`config.mk`:
```
export PLATFORM = sky130hd
export DESIGN_NAME = adc_socket
export DESIGN_NICKNAME = d
export VERILOG_FILES = /design/src/rtl/adc_socket.sv
export SDC_FILE = /design/constraint.sdc
export NUM_CORES = 1
export LEC_CHECK = 0
export CAP_MARGIN = 10
export CORE_MARGIN = 8
export CORE_UTILIZATION = 50
export CTS_CLUSTER_DIAMETER = 60
export DETAILED_ROUTE_END_ITERATION = 8
export PLACE_DENSITY = 0.95
export SLEW_MARGIN = 20
export SYNTH_ARGS = -nofsm -noshare
export SYNTH_HDL_FRONTEND = slang
export SYNTH_SLANG_ARGS = --single-unit
```
`constraint.sdc`:
```
create_clock -name sys_clk -period 3.55 [get_ports sys_clk]
set_clock_uncertainty 0.15 [all_clocks]
set_input_delay 0.71 -clock sys_clk [delete_from_list [all_inputs] [get_ports sys_clk]]
set_output_delay 0.71 -clock sys_clk [all_outputs]
set_load 0.01 [all_outputs]
```
`src/rtl/adc_socket.sv`:
```
`default_nettype none
// ============================================================================
// Module  : adc_socket
// Brief   : APB slave driving a 12-bit SAR ADC (start level / done pulse),
//           with one-shot and periodic triggering, status flags and IRQ.
// Revision: 1.0 - initial release
// ============================================================================
module adc_socket #(
  parameter int unsigned ADC_W          = 12,
  parameter logic [15:0] PERIOD_DEFAULT = 16'd1000,
  parameter logic [15:0] TIMEOUT        = 16'd4095
) (
  input  logic             sys_clk,
  input  logic             rst,
  input  logic [31:0]      apb_adc_paddr,
  input  logic             apb_adc_penable,
  input  logic             apb_adc_psel,
  input  logic             apb_adc_pwrite,
  input  logic [31:0]      apb_adc_pwdata,
  output logic [31:0]      adc_apb_prdata,
  output logic             adc_start,
  input  logic             adc_done,
  input  logic [ADC_W-1:0] adc_data,
  output logic             adc_irq
);

  localparam logic [5:0] ADDR_CTRL   = 6'd0;
  localparam logic [5:0] ADDR_STATUS = 6'd1;
  localparam logic [5:0] ADDR_DATA   = 6'd2;
  localparam logic [5:0] ADDR_PERIOD = 6'd3;

  typedef enum logic [0:0] {S_IDLE = 1'b0, S_CONV = 1'b1} state_e;

  state_e             state_q, state_d;
  logic               cont_q, cont_d;
  logic               irq_en_q, irq_en_d;
  logic               valid_q, valid_d;
  logic               ovr_q, ovr_d;
  logic               tout_q, tout_d;
  logic [ADC_W-1:0]   data_q, data_d;
  logic [15:0]        period_q, period_d;
  logic [15:0]        period_cnt_q, period_cnt_d;
  logic [15:0]        tout_cnt_q, tout_cnt_d;

  logic       wr_acc, rd_acc;
  logic [5:0] addr;
  logic       start_wr, valid_clr, trig;
  logic       unused_apb;

  assign wr_acc    = apb_adc_psel & apb_adc_pwrite & apb_adc_penable;
  assign rd_acc    = apb_adc_psel & ~apb_adc_pwrite & apb_adc_penable;
  assign addr      = apb_adc_paddr[7:2];
  assign start_wr  = wr_acc && (addr == ADDR_CTRL) && apb_adc_pwdata[1];
  assign valid_clr = (wr_acc && (addr == ADDR_STATUS) && apb_adc_pwdata[1]) ||
                     (rd_acc && (addr == ADDR_DATA));
  assign unused_apb = ^{apb_adc_paddr[31:8], apb_adc_paddr[1:0], apb_adc_pwdata[31:16]};

  always_ff @(posedge sys_clk) begin
    if (rst) begin
      state_q      <= S_IDLE;
      cont_q       <= 1'b0;
      irq_en_q     <= 1'b0;
      valid_q      <= 1'b0;
      ovr_q        <= 1'b0;
      tout_q       <= 1'b0;
      data_q       <= '0;
      period_q     <= PERIOD_DEFAULT;
      period_cnt_q <= 16'd0;
      tout_cnt_q   <= 16'd0;
    end else begin
      state_q      <= state_d;
      cont_q       <= cont_d;
      irq_en_q     <= irq_en_d;
      valid_q      <= valid_d;
      ovr_q        <= ovr_d;
      tout_q       <= tout_d;
      data_q       <= data_d;
      period_q     <= period_d;
      period_cnt_q <= period_cnt_d;
      tout_cnt_q   <= tout_cnt_d;
    end
  end

  always_comb begin
    state_d      = state_q;
    cont_d       = cont_q;
    irq_en_d     = irq_en_q;
    valid_d      = valid_q;
    ovr_d        = ovr_q;
    tout_d       = tout_q;
    data_d       = data_q;
    period_d     = period_q;
    tout_cnt_d   = tout_cnt_q;
    period_cnt_d = (period_cnt_q != 16'd0) ? period_cnt_q - 16'd1 : 16'd0;
    trig         = 1'b0;

    if (wr_acc && (addr == ADDR_CTRL)) begin
      cont_d   = apb_adc_pwdata[0];
      irq_en_d = apb_adc_pwdata[2];
    end
    if (wr_acc && (addr == ADDR_PERIOD)) begin
      period_d = apb_adc_pwdata[15:0];
    end
    if (wr_acc && (addr == ADDR_STATUS)) begin
      if (apb_adc_pwdata[2]) ovr_d  = 1'b0;
      if (apb_adc_pwdata[3]) tout_d = 1'b0;
    end
    if (valid_clr) valid_d = 1'b0;

    // Completion events come last so that a set beats a same-cycle clear.
    case (state_q)
      S_IDLE: begin
        trig = start_wr || (cont_q && (period_cnt_q == 16'd0));
        if (trig) begin
          state_d      = S_CONV;
          tout_cnt_d   = 16'd0;
          period_cnt_d = period_q;
        end
      end
      S_CONV: begin
        tout_cnt_d = tout_cnt_q + 16'd1;
        if (adc_done) begin
          state_d = S_IDLE;
          data_d  = adc_data;
          valid_d = 1'b1;
          if (valid_q && !valid_clr) ovr_d = 1'b1;
        end else if (tout_cnt_q == TIMEOUT - 16'd1) begin
          state_d = S_IDLE;
          tout_d  = 1'b1;
        end
      end
      default: state_d = S_IDLE;
    endcase
  end

  always_comb begin
    adc_apb_prdata = 32'h0;
    if (rd_acc) begin
      case (addr)
        ADDR_CTRL:   adc_apb_prdata = {29'h0, irq_en_q, 1'b0, cont_q};
        ADDR_STATUS: adc_apb_prdata = {28'h0, tout_q, ovr_q, valid_q, (state_q == S_CONV)};
        ADDR_DATA:   adc_apb_prdata = 32'(data_q);
        ADDR_PERIOD: adc_apb_prdata = {16'h0, period_q};
        default:     adc_apb_prdata = 32'h0;
      endcase
    end
  end

  assign adc_start = (state_q == S_CONV);
  assign adc_irq   = irq_en_q & (valid_q | ovr_q | tout_q);

endmodule
`default_nettype wire

```
==> results.ini, run 1 <==
[sta]
finalCritPeriodShare_pct = 97.1
rsz0062_at_grt = no
maxSlewViolCount = 0
hold_viol = 0
finalSetupTns_ns = 0
tightest_slew_ns = 0.797
maxSlewHeadroom_pct = 46.5
timing.fmax_mhz = 290
setup_viol = 0
fin_crit_ns = 3.45

[yosys]
synth-main-ff-cell = dfxtp_1
yosysUniqueCellTypes = 54
synth-edff-count = 0
synth-seq-cells = 66
synth.avg_cell_area_um2 = 8.54
syn_inst = 410
seq_area_frac_synth_pct = 37.8
syn_area_um2 = 3500
ys.warnings.count = 0
synth-async-reset-ratio_pct = 0

[setup_path]
rrSetupSlack_ns = 1.00
worst-path-buf-inv = 2
required_ns = 2.69
crit_cells = 6
worstPathArrival_ns = 2.59
reg2regPathDepth = 6
crit_slowest_cell = clkdlybuf4s50_1
cp-end-kind = primary output
crit_path_max_fanout = 4
r2r-end = tout_cnt_q[7]$_SDFFE_PP0P_
endpoint = adc_apb_prdata[2]
cp_cell_sequence = clkdlybuf4s50_1, and4bb_2, nand2_1, or2_2, nor2b_1, clkdlybuf4s50_1
cp-start-kind = input port
cp_top_family = buffers and inverters
cpMostUsedCell = clkdlybuf4s50_1
critical-path-max-stage-delay_ns = 0.57
rr_startpoint = period_cnt_q[0]$_SDFF_PP0_
worstSetupPathType = in2out
crit_start = apb_adc_paddr[4]

[clock_tree]
path_clk_slew_ns = 0.07
numCtsBuffers = 9
root_buffer = clkbuf_8
clock_latency_ns = 0.35
clk_path_buf_depth = 2
postCtsHoldBufs = 0
cts_num_sinks = 66
cts_tree = yes
h-tree-depth = 3

[cells_and_area]
drive_above_1_share_pct = 7.71
insertedDiodeCount = 0
fillerInstances = 484
areaGrowthSynthToFinish_pct = 23.5
finalNetCount = 548

[grt]
antenna_found_initial = 0
grt_max_degree = 82
grt.total_usage_pct = 19.0
grt_overflow = 0
grt_pass1_wl_mm = 15.5
grt_pass1_vias = 3279

[worst_hold_path]
hold_start = data_q[6]$_SDFFE_PP0P_
min_path_cells = 2
min_path_type = reg2reg

[floorplan]
dieWidth_um = 99.7
initial_core_util_pct = 51.5
io-pin-count = 116
row_count = 30
die_h_um = 99.7
core_area_um2 = 6790
die-area_um2 = 9930

[placed_design]
dpl.hpwl_mm = 6.31
io_buffers = 57
gp_congestion = 0.934

[route]
wire_per_inst_um = 17.0
drtIter0Drc = 309
totalWireLength_mm = 9.55
first_pass_iters = 5
via_per_inst = 5.90
via_count = 3323
drt.antenna.violating_nets = 0
drc = 0

[power]
cellLeakagePower_nw = 1.61
cellPowerDensity_nw_per_um2 = 523
ir_drop_mv = 0.312
total_power_mw = 2.26

[status]
outcome = completed

[job]
drv_cap = 0

[cells in the mapped netlist, drive strengths merged, types with 3 or more instances]
| master | number | area (um2) |
|---|---|---|
| dfxtp | 66 | 1320 |
| nor2 | 42 | 158 |
| nand2 | 36 | 135 |
| buf | 23 | 159 |
| mux2i | 21 | 210 |
| a21oi | 18 | 90.1 |
| clkbuf | 17 | 63.8 |
| nand2b | 17 | 106 |
| o32ai | 16 | 140 |
| inv | 14 | 52.6 |
| o21ai | 14 | 73.8 |
| nand4 | 11 | 68.8 |
| nand3 | 10 | 50.1 |
| nand3b | 9 | 67.6 |
| or3 | 9 | 56.3 |
| xor2 | 9 | 78.8 |
| a211o | 6 | 52.6 |
| nor4 | 6 | 52.6 |
| and2 | 5 | 31.3 |
| nor2b | 5 | 31.3 |
| and3 | 4 | 25.0 |
| nand4b | 4 | 41.3 |
| nor3 | 4 | 20.0 |
| xnor2 | 4 | 35.0 |
| ha | 3 | 37.5 |
| nor3b | 3 | 27.5 |
| o22ai | 3 | 18.8 |
| o41ai | 3 | 26.3 |
| or4 | 3 | 22.5 |
[final cells by class]
class                           count  area (um2)  share of cell area, %
Sequential cell                    66        1320                   30.6
Clock buffer                       13         159                   3.68
Tap cell                           96         120                   2.78
Multi-Input combinational cell    305        1960                   45.5
Timing Repair Buffer               67         643                   14.9
Clock inverter                      2        60.1                   1.39
Inverter                           14        52.6                   1.22
[report_power, final]
group | total (mW) | switching (mW) | internal (mW) | leakage (nW)
logic | 0.631 | 0.351 | 0.280 | 0.969
clock network | 0.718 | 0.287 | 0.431 | 0.110
registers | 0.911 | 0.0955 | 0.816 | 0.534
total | 2.26 | 0.734 | 1.53 | 1.61
[cells by family (layout without fill, tap and decap cells)]
family                   count (synthesis)  in the layout  synth area share [%]
AND/OR/NAND/NOR                        175            175                  27.4
AO/OA/AOI/OAI                           73             73                  14.7
flip-flops                              66             66                  37.8
buffers and inverters                   54             96                  7.87
multiplexers                            25             25                  7.94
XOR/XNOR                                13             13                  3.25
adder cells (fa/ha/maj)                  3              3                  1.07
other                                    1             16                 0.107
[worst register-to-register path, delay by kind of cell, from the launching register on]
kind	cells	cell delay, ns
AO/OA/AOI/OAI	2	0.89
adder cells (fa/ha/maj)	1	0.18
buffers and inverters	1	0.08
AND/OR/NAND/NOR	2	0.77
flip-flops	1	0.35
[layout by cell type (no fill, tap or decap), types with 10 or more instances in the layout]
cell type / synthesis / routed
mux2i_1: 21 / 21
nand3_1: 10 / 10
nand2_1: 36 / 36
nand2b_1: 17 / 17
clkdlybuf4s50_1: 0 / 56
a21oi_1: 18 / 18
o21ai_0: 12 / 12
dfxtp_1: 66 / 66
inv_1: 14 / 14
conb_1: 1 / 16
o32ai_1: 16 / 16
nor2_1: 42 / 42
buf_4: 16 / 11
nand4_1: 11 / 11
clkbuf_8: 0 / 11
[timing repair]
item                                    CTS  global route
endpoints found under the setup margin    0             8
gates resized for setup                   0             1
setup buffers                             0             1
[how the worst min path moves through the flow]
stage / end
after CTS: data_q[6]$_SDFFE_PP0P_
after detailed placement: data_q[6]$_SDFFE_PP0P_
after global routing: data_q[6]$_SDFFE_PP0P_
after global placement: data_q[3]$_SDFFE_PP0P_
final: data_q[6]$_SDFFE_PP0P_
after floorplan: data_q[0]$_SDFFE_PP0P_
[flip-flops by register name, indices dropped and copies added (netlist names)]
| register | count |
|---|---|
| irq_en_q | 1 |
| adc_start | 1 |
| period_q | 16 |
| cont_q | 1 |
| tout_cnt_q | 16 |
| period_cnt_q | 16 |
| valid_q | 1 |
| tout_q | 1 |
| ovr_q | 1 |
| data_q | 12 |
[per-layer routing]
layer | track usage, % | routed length (um) | up-vias | share of wire, %
li1 | - | - | 1546 | -
met1 | 22.0 | 3820 | 1563 | 40
met2 | 31.8 | 4830 | 188 | 51
met3 | 3.56 | 672 | 26 | 7.0
met4 | 11.1 | 230 | 0 | 2.4
met5 | 0 | 0 | - | 0
[metrics by stage]
step	setup slack, ns	area, um2	utilization [%]	hold WS (ns)	instances
3_5_place_dp	0.0607	4090	60.1	0.297	547
6_report	0.101	4320	63.6	0.313	563
5_1_grt	0.0278	4320	63.6	0.318	563
2_1_floorplan	0.891	3560	-	0.283	425
4_1_cts	0.0405	4310	63.4	0.306	562
3_3_place_gp	0.0800	4090	60.1	0.292	547
(Power assumes the default switching activity.)
==> inputs of run 2 (changes only) <==
CAP_MARGIN = 20   (was 10)
==> results of run 2 <==
Final layout, timing and power as in run 1 (identical DEF).
==> inputs of run 3 (changes only) <==
CORE_ASPECT_RATIO = 0.8   (was default)
CTS_CLUSTER_SIZE = 40   (was default)
==> run 3 against run 2 <==
Effect of this change: critical path depth is the same; routed wire length shrank 2.0%; count of clock-buffer cells in the layout fell by 3; sequential cell count is the same; clock power shrank 10%; cell count fell by 1.2%; via count decreased by 0.36%; non-clock buffer count rose by 1; sequential power barely moved; largest cell class unchanged.
==> results.ini, run 3 (synthesis gave the netlist of run 1 again) <==
[clock_tree]
clock_latency_ns = 0.35  ; about the same
h-tree-depth = 3  ; unchanged
path_clk_slew_ns = 0.07  ; about the same
numCtsBuffers = 9  ; unchanged
cts_num_sinks = 66  ; unchanged
cts_tree = yes
clk_path_buf_depth = 2  ; unchanged
root_buffer = clkbuf_8

[grt]
grt_overflow = 0  ; unchanged
grt_max_degree = 60  ; -27%
grt_pass1_vias = 3286  ; +0.21%
grt_pass1_wl_mm = 15.5  ; -0.31%
grt.total_usage_pct = 19.0  ; +0.049 points
antenna_found_initial = 0  ; unchanged

[job]
drv_cap = 0  ; unchanged

[setup_path]
crit_path_max_fanout = 4  ; unchanged
required_ns = 2.69  ; about the same
cp-start-kind = input port
cp-end-kind = primary output
worstSetupPathType = in2out
worstPathArrival_ns = 2.58  ; about the same

[floorplan]
die_h_um = 90.8  ; -8.9%
io-pin-count = 116  ; unchanged
die-area_um2 = 9950  ; +0.17%
initial_core_util_pct = 51.3  ; -0.23 points
row_count = 27  ; -10%
core_area_um2 = 6820  ; +0.44%
dieWidth_um = 110  ; +9.9%

[cells_and_area]
drive_above_1_share_pct = 8.53  ; +0.82 points
fin_cells = 556  ; -1.2%
final_common_cell = dfxtp_1
insertedDiodeCount = 0  ; unchanged
finalNetCount = 549  ; +0.18%
reg_top3 = period_cnt_q (16), period_q (16), tout_cnt_q (16)
areaGrowthSynthToFinish_pct = 22.8
final_core_util_pct = 63.0  ; -0.61 points
layout_common_cells = 66 x dfxtp_1, 56 x clkdlybuf4s50_1, 42 x nor2_1
final_area_um2 = 4300  ; -0.52%

[placed_design]
dpl.hpwl_mm = 6.46  ; +2.2%
io_buffers = 57  ; unchanged
gp_congestion = 0.928  ; -0.67%
dpl_cell_area_um2 = 4080  ; about the same
pre_cts_ws_ns = 0.0702  ; +0.00950 ns
dp.cells = 539  ; -1.5%

[route]
drc = 0  ; unchanged
wl_met1_mm = 3.79  ; -0.89%
via_count = 3311  ; -0.36%
met3_length_um = 707  ; +5.2%
drt.antenna.violating_nets = 0  ; unchanged
via_per_inst = 5.96  ; +0.89%
wire_per_inst_um = 16.8  ; -0.72%
first_pass_iters = 5  ; unchanged
maxUsedRoutingLayer = met4
drtIter0Drc = 288  ; -6.8%
totalWireLength_mm = 9.36  ; -2.0%
wl_met2_mm = 4.58  ; -5.1%

[sta]
finalSetupTns_ns = 0  ; unchanged
holdWs_ns = 0.308  ; -0.00570 ns
hold_viol = 0  ; unchanged
finalCritPeriodShare_pct = 96.8  ; -0.32 points
fin_crit_ns = 3.44  ; -0.0114 ns
timing.fmax_mhz = 291  ; +0.33%
maxSlewHeadroom_pct = 38.4  ; -8.1 points
final.setup.worst_slack_ns = 0.113  ; +0.0114 ns
tightest_slew_ns = 0.924  ; +0.127 ns
setup_viol = 0  ; unchanged
rsz0062_at_grt = no
maxSlewViolCount = 0  ; unchanged

[power]
ir_drop_mv = 0.347  ; +11%
total_power_mw = 2.19  ; -3.2%
cellPowerDensity_nw_per_um2 = 509  ; -2.7%
cellLeakagePower_nw = 1.61  ; -0.15%

[worst_hold_path]
min_path_type = reg2reg

[status]
outcome = completed

run 3: where the power goes:
part / total [mW] / switching, mW / internal, mW
Clock: 0.644 / 0.300 / 0.344
Sequential: 0.912 / 0.0968 / 0.815
Combinational: 0.631 / 0.351 / 0.280
Total: 2.19 / 0.747 / 1.44
run 3: worst max-delay path, cell delays in order:
cell and delay, ns:
clkdlybuf4s50_1 0.40, and4bb_2 0.30, nand2_1 0.10, or2_2 0.34, nor2b_1 0.16, clkdlybuf4s50_1 0.56
run 3: final timing paths:
path	startpoint	endpoint	slack, ns	depth (start not counted)
max reg2reg	period_cnt_q[0]$_SDFF_PP0_	period_cnt_q[7]$_SDFF_PP0_	1.06	6
max	apb_adc_paddr[4]	adc_apb_prdata[0]	0.11	6
min reg2reg	data_q[5]$_SDFFE_PP0P_	data_q[5]$_SDFFE_PP0P_	0.31	2
min	data_q[5]$_SDFFE_PP0P_	data_q[5]$_SDFFE_PP0P_	0.31	2
run 3: final cells by class:
type | count | area, um2
sequential | 66 | 1320
inverter | 14 | 52.6
timing repair buffer | 68 | 648
clock inverter | 6 | 65.1
clock buffer | 10 | 138
multi-input combinational | 305 | 1960
tap | 87 | 109
fill | 498 | 2530
run 3: repair_timing:
item,in CTS,in global routing
setup buffers,0,1
hold buffers,0,0
endpoints found under the setup margin,0,11
gates resized for setup,0,1
run 3: metal layers:
layer | GRT usage [%] | up-vias
met3 | 3.99 | 33
li1 | - | 1550
met4 | 9.99 | 0
met1 | 22.4 | 1552
met5 | 0 | -
met2 | 31.3 | 176
